$ cat src/rtl/note_pkg.sv
// note_pkg: note-memory word layout shared by the recording and playback paths.
// Each word is {key, count}; playback begins at the first address, never at 0.
package note_pkg;

  localparam int NOTE_ADDR_W     = 11;
  localparam int NOTE_KEY_W      = 8;
  localparam int NOTE_CNT_W      = 4;
  localparam int NOTE_KEY_LSB    = 4;
  localparam int NOTE_CNT_LSB    = 0;
  localparam int NOTE_FIRST_ADDR = 1;

endpackage

$ cat src/rtl/note_timer.sv
// note_timer: loadable down-counter stepped by TickEn, used for note duration and gap hold.
// The counter is one bit wider than the count field so a load of count+1 never overflows.
module note_timer
  import note_pkg::*;
#(
  parameter int W = NOTE_CNT_W + 1
) (
  input  logic         PCLK,
  input  logic         RST_N,
  input  logic         load,
  input  logic [W-1:0] load_val,
  input  logic         tick,
  output logic         expire
);

  logic [W-1:0] remaining_reg;

  always_ff @(posedge PCLK or negedge RST_N) begin
    if (!RST_N) begin
      remaining_reg <= '0;
    end else if (load) begin
      remaining_reg <= load_val;
    end else if (tick && (remaining_reg != '0)) begin
      remaining_reg <= remaining_reg - W'(1);
    end
  end

  // High on the tick that brings the count to zero.
  assign expire = tick && (remaining_reg == W'(1));

endmodule

$ cat src/rtl/playback_unit.sv
// playback_unit: replays {key,count} words from the note RAM as a timed key stream.
// Define PLAYBACK_LOOP_EN to restart at the first address after each pass instead of stopping.
module playback_unit
  import note_pkg::*;
#(
  parameter int ADDR_W = NOTE_ADDR_W,
  parameter int KEY_W  = NOTE_KEY_W,
  parameter int CNT_W  = NOTE_CNT_W
) (
  input  logic                     PCLK,
  input  logic                     RST_N,
  input  logic                     PlayEn,
  input  logic                     TickEn,
  input  logic [ADDR_W-1:0]        EndAddr,
  input  logic [KEY_W+CNT_W-1:0]   RdData,
  output logic                     ReadEn,
  output logic [ADDR_W-1:0]        Address,
  output logic [KEY_W-1:0]         Key,
  output logic                     Busy,
  output logic                     Done
);

  localparam int TW = CNT_W + 1;

  typedef enum logic [2:0] {
    ST_IDLE,
    ST_FETCH,
    ST_WAIT,
    ST_PLAY,
    ST_GAP
  } state_t;

  state_t            state_reg, state_next;
  logic [ADDR_W-1:0] addr_reg, addr_next;
  logic [KEY_W-1:0]  key_reg, key_next;
  logic              busy_reg, busy_next;
  logic              done_reg, done_next;
  logic              play_en_d_reg;

  logic              play_rise;
  logic              tmr_load;
  logic [TW-1:0]     tmr_load_val;
  logic              tmr_expire;

  note_timer #(.W(TW)) u_timer (
    .PCLK     (PCLK),
    .RST_N    (RST_N),
    .load     (tmr_load),
    .load_val (tmr_load_val),
    .tick     (TickEn),
    .expire   (tmr_expire)
  );

  always_ff @(posedge PCLK or negedge RST_N) begin
    if (!RST_N) begin
      state_reg     <= ST_IDLE;
      addr_reg      <= '0;
      key_reg       <= '0;
      busy_reg      <= 1'b0;
      done_reg      <= 1'b0;
      play_en_d_reg <= 1'b0;
    end else begin
      state_reg     <= state_next;
      addr_reg      <= addr_next;
      key_reg       <= key_next;
      busy_reg      <= busy_next;
      done_reg      <= done_next;
      play_en_d_reg <= PlayEn;
    end
  end

  assign play_rise = PlayEn && !play_en_d_reg;

  always_comb begin
    state_next   = state_reg;
    addr_next    = addr_reg;
    key_next     = key_reg;
    busy_next    = busy_reg;
    done_next    = 1'b0;
    tmr_load     = 1'b0;
    tmr_load_val = '0;

    // Dropping PlayEn aborts silently from any active state.
    if ((state_reg != ST_IDLE) && !PlayEn) begin
      state_next = ST_IDLE;
      key_next   = '0;
      busy_next  = 1'b0;
    end else begin
      case (state_reg)
        ST_IDLE: begin
          if (play_rise) begin
            if (EndAddr != '0) begin
              addr_next  = ADDR_W'(NOTE_FIRST_ADDR);
              busy_next  = 1'b1;
              state_next = ST_FETCH;
            end else begin
              done_next = 1'b1;
            end
          end
        end
        ST_FETCH: begin
          state_next = ST_WAIT;
        end
        ST_WAIT: begin
          key_next     = RdData[NOTE_KEY_LSB +: KEY_W];
          tmr_load     = 1'b1;
          tmr_load_val = {1'b0, RdData[NOTE_CNT_LSB +: CNT_W]} + TW'(1);
          state_next   = ST_PLAY;
        end
        ST_PLAY: begin
          if (tmr_expire) begin
            key_next     = '0;
            tmr_load     = 1'b1;
            tmr_load_val = TW'(1);
            state_next   = ST_GAP;
          end
        end
        ST_GAP: begin
          if (tmr_expire) begin
            if (addr_reg == EndAddr) begin
              done_next = 1'b1;
`ifdef PLAYBACK_LOOP_EN
              addr_next  = ADDR_W'(NOTE_FIRST_ADDR);
              state_next = ST_FETCH;
`else
              busy_next  = 1'b0;
              state_next = ST_IDLE;
`endif
            end else begin
              addr_next  = addr_reg + ADDR_W'(1);
              state_next = ST_FETCH;
            end
          end
        end
        default: begin
          state_next = ST_IDLE;
        end
      endcase
    end
  end

  assign ReadEn  = (state_reg == ST_FETCH);
  assign Address = addr_reg;
  assign Key     = key_reg;
  assign Busy    = busy_reg;
  assign Done    = done_reg;

endmodule

$ cat config.mk
export PLATFORM = sky130hd
export DESIGN_NAME = playback_unit
export DESIGN_NICKNAME = d
export VERILOG_FILES = /design/src/rtl/note_pkg.sv /design/src/rtl/note_timer.sv /design/src/rtl/playback_unit.sv
export SDC_FILE = /design/constraint.sdc
export NUM_CORES = 1
export LEC_CHECK = 0
export BUFFER_PORTS_ARGS = -buffer_cell sky130_fd_sc_hd__buf_2
export CAP_MARGIN = 20
export CORE_ASPECT_RATIO = 0.8
export CORE_MARGIN = 2
export CORE_UTILIZATION = 57
export DETAILED_ROUTE_END_ITERATION = 8
export GPL_TIMING_DRIVEN = 0
export PLACE_DENSITY = 0.82
export SLEW_MARGIN = 20
export SYNTH_ARGS = -nofsm -noshare
export SYNTH_HDL_FRONTEND = slang
export SYNTH_HIERARCHICAL = 1
export SYNTH_SLANG_ARGS = --single-unit
$ cat constraint.sdc
create_clock -name PCLK -period 4.9 [get_ports PCLK]
set_input_delay 0.49 -clock PCLK [delete_from_list [all_inputs] [get_ports PCLK]]
set_output_delay 0.49 -clock PCLK [all_outputs]
set_load 0.02 [all_outputs]
# --- Yosys cells after proc, flatten, opt, wreduce, memory -nomap -nowiden ---
# Cells that the tools add are included.
op_classes:
  n_addsub: 3
  multipliers: 0
  div_mod_pow: 0
  n_lt_le_gt_ge: 0
  eq_ne: 15
  n_shift: 0
  n_mux: 35
  bitwise: 1
  n_reduce_logical: 18
ops:
  columns: ["operator", "count"]
  rows:
  - ["2-to-1 mux 11 bit", 4]
  - ["case mux 11 bit (2 select lines)", 1]
  - ["2-to-1 mux 8 bit", 2]
  - ["case mux 8 bit (2 select lines)", 1]
  - ["2-to-1 mux 3 bit", 5]
  - ["2-to-1 mux 5 bit", 3]
  - ["!= test 3 bit, second input constant", 5]
  - ["case mux 3 bit (5 select lines)", 1]
  - ["2-to-1 mux 1 bit", 14]
  - ["adder 11 x 1 -> 11 bit, second input constant", 1]
  - ["equality test 11 bit", 1]
  - ["nonzero test 11 bit", 1]
  - ["case mux 5 bit (2 select lines)", 1]
  - ["nonzero test 3 bit", 3]
  - ["!= test 2 bit, second input constant", 4]
  - ["equality test 3 x 2 -> 1 bit, second input constant", 2]
  - ["case mux 1 bit (2 select lines)", 3]
  - ["AND reduction 6 bit", 1]
  - ["adder 4 x 1 -> 5 bit, second input constant", 1]
  - ["equality test 5 x 1 -> 1 bit, second input constant", 1]
  - ["AND reduction 5 bit", 1]
  - ["nonzero test 5 bit", 1]
  - ["subtractor 5 x 1 -> 5 bit, second input constant", 1]
  - ["logical AND 1 bit", 4]
  - ["other kinds (8)", 10]
totals:
  regBits: 30
  latchBits: 0
  ram_bits: 0
  mem_bits_ro: 0
  wordCells: 79
  n_memories: 0

# --- Logic depth before layout (Yosys ltp) ---
logic_depth:
  depth_word: 6
  depth_mapped: 9

# --- Cells and area by module ---
# Netlist, hierarchy kept.
by_module_without_submodules:
  columns: ["mod", "instances", "cells_per_inst", "area_per_inst_um2", "seq_area_each_um2"]
  rows:
  - ["playback_unit", 1, 167, 1576.5, 625.6]
  - ["note_timer", 1, 35, 336.6, 125.1]

# --- Worst setup path after synthesis ---
# No wires, ideal clock.
synth_path:
  kind: "flip-flop to flip-flop"
  from: "register u_timer.remaining_reg[1]"
  to: "register addr_reg[6], in the netlist Address[6]"
  setup_ps: 135
  t_arrival_ps: 1857
  t_required_ps: 4765
  path_slack_ps: 2909
  stages_incl_launch_ff: 9
  n_path_buf: 0
  period_less_slack_ps: 1991
  cell_sequence: "dfrtp_1 -> inv_1 -> ha_1 -> and4b_2 -> and2_1 -> o211ai_2 -> or4_1 -> o211ai_1 -> o31ai_1"
synth_via:
  elab_chain_len: 4
synth_rtl:
  columns: ["item", "line_no", "source"]
  rows:
  - ["from (decl)", "note_timer.sv:16", "logic [W-1:0] remaining_reg;"]
  - ["from (signal assigned)", "note_timer.sv:22", "remaining_reg <= load_val;"]
  - ["from (signal assigned)", "note_timer.sv:24", "remaining_reg <= remaining_reg - W'(1);"]
  - ["equality test 5 x 1 -> 1 bit", "note_timer.sv:29", "assign expire = tick && (remaining_reg == W'(1));"]
  - ["logical AND 1 bit", "note_timer.sv:29", null]
  - ["via tmr_expire", "playback_unit.sv:43", "logic tmr_expire;"]
  - ["!= test 2 bit (no line)", null, null]
  - ["AND reduction 6 bit (no line)", null, null]
  - ["to (signal assigned)", "playback_unit.sv:64", "addr_reg <= addr_next;"]
  - ["to (decl)", "playback_unit.sv:34", "logic [ADDR_W-1:0] addr_reg, addr_next;"]
# The timed path passes the listed nets, and every way through them passes these cells.
# A chain may end at the register's enable or synchronous reset.

# --- Worst setup path in the final report ---
layout_path:
  from: "register u_timer.remaining_reg[1]"
  to: "register u_timer.remaining_reg[0]"
layout_via:
  elab_chain_len: 6
  word_cells_on_any_way: 12
layout_rtl:
  columns: ["item", "line_no", "source"]
  rows:
  - ["equality test 5 x 1 -> 1 bit (*)", "note_timer.sv:29", null]
  - ["logical AND 1 bit (*)", "note_timer.sv:29", null]
  - ["via tmr_expire", "playback_unit.sv:43", null]
  - ["2-to-1 mux 1 bit (*)", "playback_unit.sv:111", "if (tmr_expire) begin"]
  - ["case mux 1 bit (2 select lines) (*)", "playback_unit.sv:89", "case (state_reg)"]
  - ["2-to-1 mux 1 bit (*)", "playback_unit.sv:84", "if ((state_reg != ST_IDLE) && !PlayEn) begin"]
  - ["via tmr_load", "playback_unit.sv:41", "logic tmr_load;"]
  - ["2-to-1 mux 5 bit / nonzero test 2 bit (equally long branches)", null, null]
# The timed path passes the listed nets; every way through them passes the cells marked *.

==> out/qor.csv <==
metric;value;unit
clk slew on worst S/H paths;0.06;ns
post-CTS resize count;0;
pin count of the biggest net entering global routing;31;
1st-iter DRT viols;101;
Synth Area in Compound Gates;0.211;
fin crit share;0.482;
final core area utilization;0.724;
setup ws final;2.54;ns
Final #Nets;288;
synthesized instance count;202;
Synth-to-Final Area Change;19.3;%
total CTS buffers;5;
P_leak;1.11;nW
Antenna Diode Count;0;
Final Power;0.867;mW
f_max;0.424;GHz
Cell variety after synth;52;
dpl hpwl;3490;µm
mapped cell area;1910;µm²
TritonCTS clock tree;done;
Initial Utilization;0.607;
Core Box Area;3150;µm²
mux cell area share after synthesis;0.0105;
Final Setup Violations;0;
RSZ-0062 raised after global routing;false;
FFs w/ async S/R, synth;1.00;
top cell type's share of synthesized area;0.392;
Largest register FFs;11;
clock tree buffer depth;2;
Max IR drop VDD;0.291;mV
CTS H-tree lvls;2;
DR vias;1793;
Root Buffer;clkbuf_8;
Clock power frac;0.211;
TritonRoute pass-1 iters;4;
Internal;0.529;mW
GRT Total Usage;0.273;
skew final;0.00687;ns
Synthesized Nets;233;
number of remaining DRC errors;0;
post-route antenna net violation count;0;
peak fanout along the critical path;10;
Tmin final;2.36;ns
final-report max-slew violation count;0;
gr ovfl total;0;
vias in the first global route;1626;
register share of total power;0.409;
most frequent cells in the layout;51 x buf_2, 30 x dfrtp_1, 14 x nand2_1, 13 x nor2_1, 12 x xor2_1;
cell family with the largest share of critical-path delay;simple AND/OR/NAND/NOR gates;
Max Cap Viol;0;
status;complete, no violations;
Die Y;55.8;µm
area fraction in and, or, nand and nor cells after synthesis;0.266;
multi-input logic area;1090;µm²
share of layout cells above drive strength 1;0.280;
WP data arrival;2.50;ns
DIE AREA;3840;µm²
initial antenna violation count;0;
Fin. Hold Viols;0;
Power per Cell Area;380;nW/µm²
setup TNS;0;ns
Syn Area/Cell;9.47;µm²
Vias/cell;6.04;
CP required;5.04;ns
post-synth top area cell;dfrtp_1;
sequential area share after synthesis;0.392;
Startpoint Class;flop;
Worst-Margin Slew;0.654;ns
Post-Route WL;4720;µm
register-to-register setup slack;2.54;ns
Storage cell area;751;µm²
dpl ws;2.52;ns
routed wire length per instance;15.9;µm
CTS Hold Bufs;0;
Post-synth EDFFs;0;
Hold Crit Class;input port to asynchronous set/reset pin;
XOR/XNOR share of the synthesized area;0.0595;
Switching Share;0.390;
Switch Pwr;0.339;mW
clock sink total;30;
Area contributors post-synth;dfrtp_1 39%, xor2_1 5.5%, a22o_1 4.1%;
combinational share of power;0.380;
clock latency on the worst-skew pair;0.28;ns
crit-path cells;inv_1 -> ha_1 -> and4b_2 -> and2b_1 -> nor2_1 -> clkbuf_1 -> nor3b_1 -> mux2i_1 -> o311ai_0;
PortBufs;48;
overall die width;68.8;µm
Post-Synth Adder-Cell Area;0.0262;
hold slack;0.233;ns
Rows;18;
Setup CP Type;flop to flop;
Synth Warn #;6;
first-pass GRT wire length;7870;µm
Top Ports;49;
CP max stage cell;dfrtp_1;
endpoint type of the worst setup path;flop;
FF+latch count, synth;30;
main combinational cell family by area after synthesis;simple AND/OR/NAND/NOR gates;
Max stage delay on crit path;0.41;ns
commonest non-fill, non-tap cell in the layout;buf_2;
Primary FF master, synth;dfrtp_1;
buffers plus inverters on the worst setup path;2;
post-CTS setup buffer count;0;
worst-case headroom to the max-slew limit;0.564;
fill count;257;
GP Congestion;0.898;
worst paths after layout:
check                                    startpoint                        to  depth (start not counted)
max in group asynchronous                     RST_N                    Key[0]                          1
min in group PCLK                            PlayEn             play_en_d_reg                          1
min                                           RST_N                Address[3]                          1
max reg2reg                u_timer/remaining_reg[1]  u_timer/remaining_reg[0]                          9
min reg2reg                                  Key[1]                    Key[1]                          1
max                        u_timer/remaining_reg[1]  u_timer/remaining_reg[0]                          9
cell type report:
class | instances | area share
timing repair buffer | 48 | 0.105
buffer | 8 | 0.0214
inverter | 5 | 0.00822
multi-input combinational | 159 | 0.480
clock buffer | 5 | 0.0302
sequential | 30 | 0.329
tap | 40 | 0.0219
clock inverter | 2 | 0.00439
power groups by stage:
stage | clock network (mW) | registers, mW | logic (mW)
after floorplan | 0 | 0.384 | 0.194
after global placement | 0 | 0.354 | 0.319
after detailed placement | 0 | 0.356 | 0.324
after CTS | 0.188 | 0.353 | 0.328
after global routing | 0.202 | 0.361 | 0.365
final | 0.183 | 0.355 | 0.330
layer usage:
layer | vias to the layer above | wire (µm) | global-route usage
met5 | - | 0 | 0
met4 | 0 | 38 | 0.0756
met3 | 5 | 314 | 0.0648
met2 | 71 | 2040 | 0.379
met1 | 843 | 2330 | 0.421
li1 | 874 | - | -
through the flow:
| step | cells | cell area (µm²) |
|---|---|---|
| 2_1_floorplan | 202 | 1910 |
| 3_3_place_gp | 290 | 2200 |
| 3_5_place_dp | 290 | 2200 |
| 4_1_cts | 297 | 2280 |
| 5_1_grt | 297 | 2280 |
| 6_report | 297 | 2280 |
kinds of logic after synthesis:
kind of cell / count (synthesis)
adders and majority gates: 4
buffers and inverters: 13
DFF: 30
and+or+nand+nor: 84
muxes: 2
AOI/OAI and AO/OA: 56
xor gates and xnor gates: 13
cells in the mapped netlist, types with 4 or more instances:
master    instances
nand3_1           9
nand2_1          14
and3_1            7
nor4_1            4
nor2_1           13
a22o_1            9
dfrtp_1          30
nand4_1           4
xor2_1           12
o31ai_1           6
a31oi_1           4
o21ai_1           6
ha_1              4
nor2b_1           6
o211ai_1          4
inv_1             5
nor3_1            6
o21ai_0           7
a21oi_1           6
Note: power is estimated with default switching activity, not from simulation.
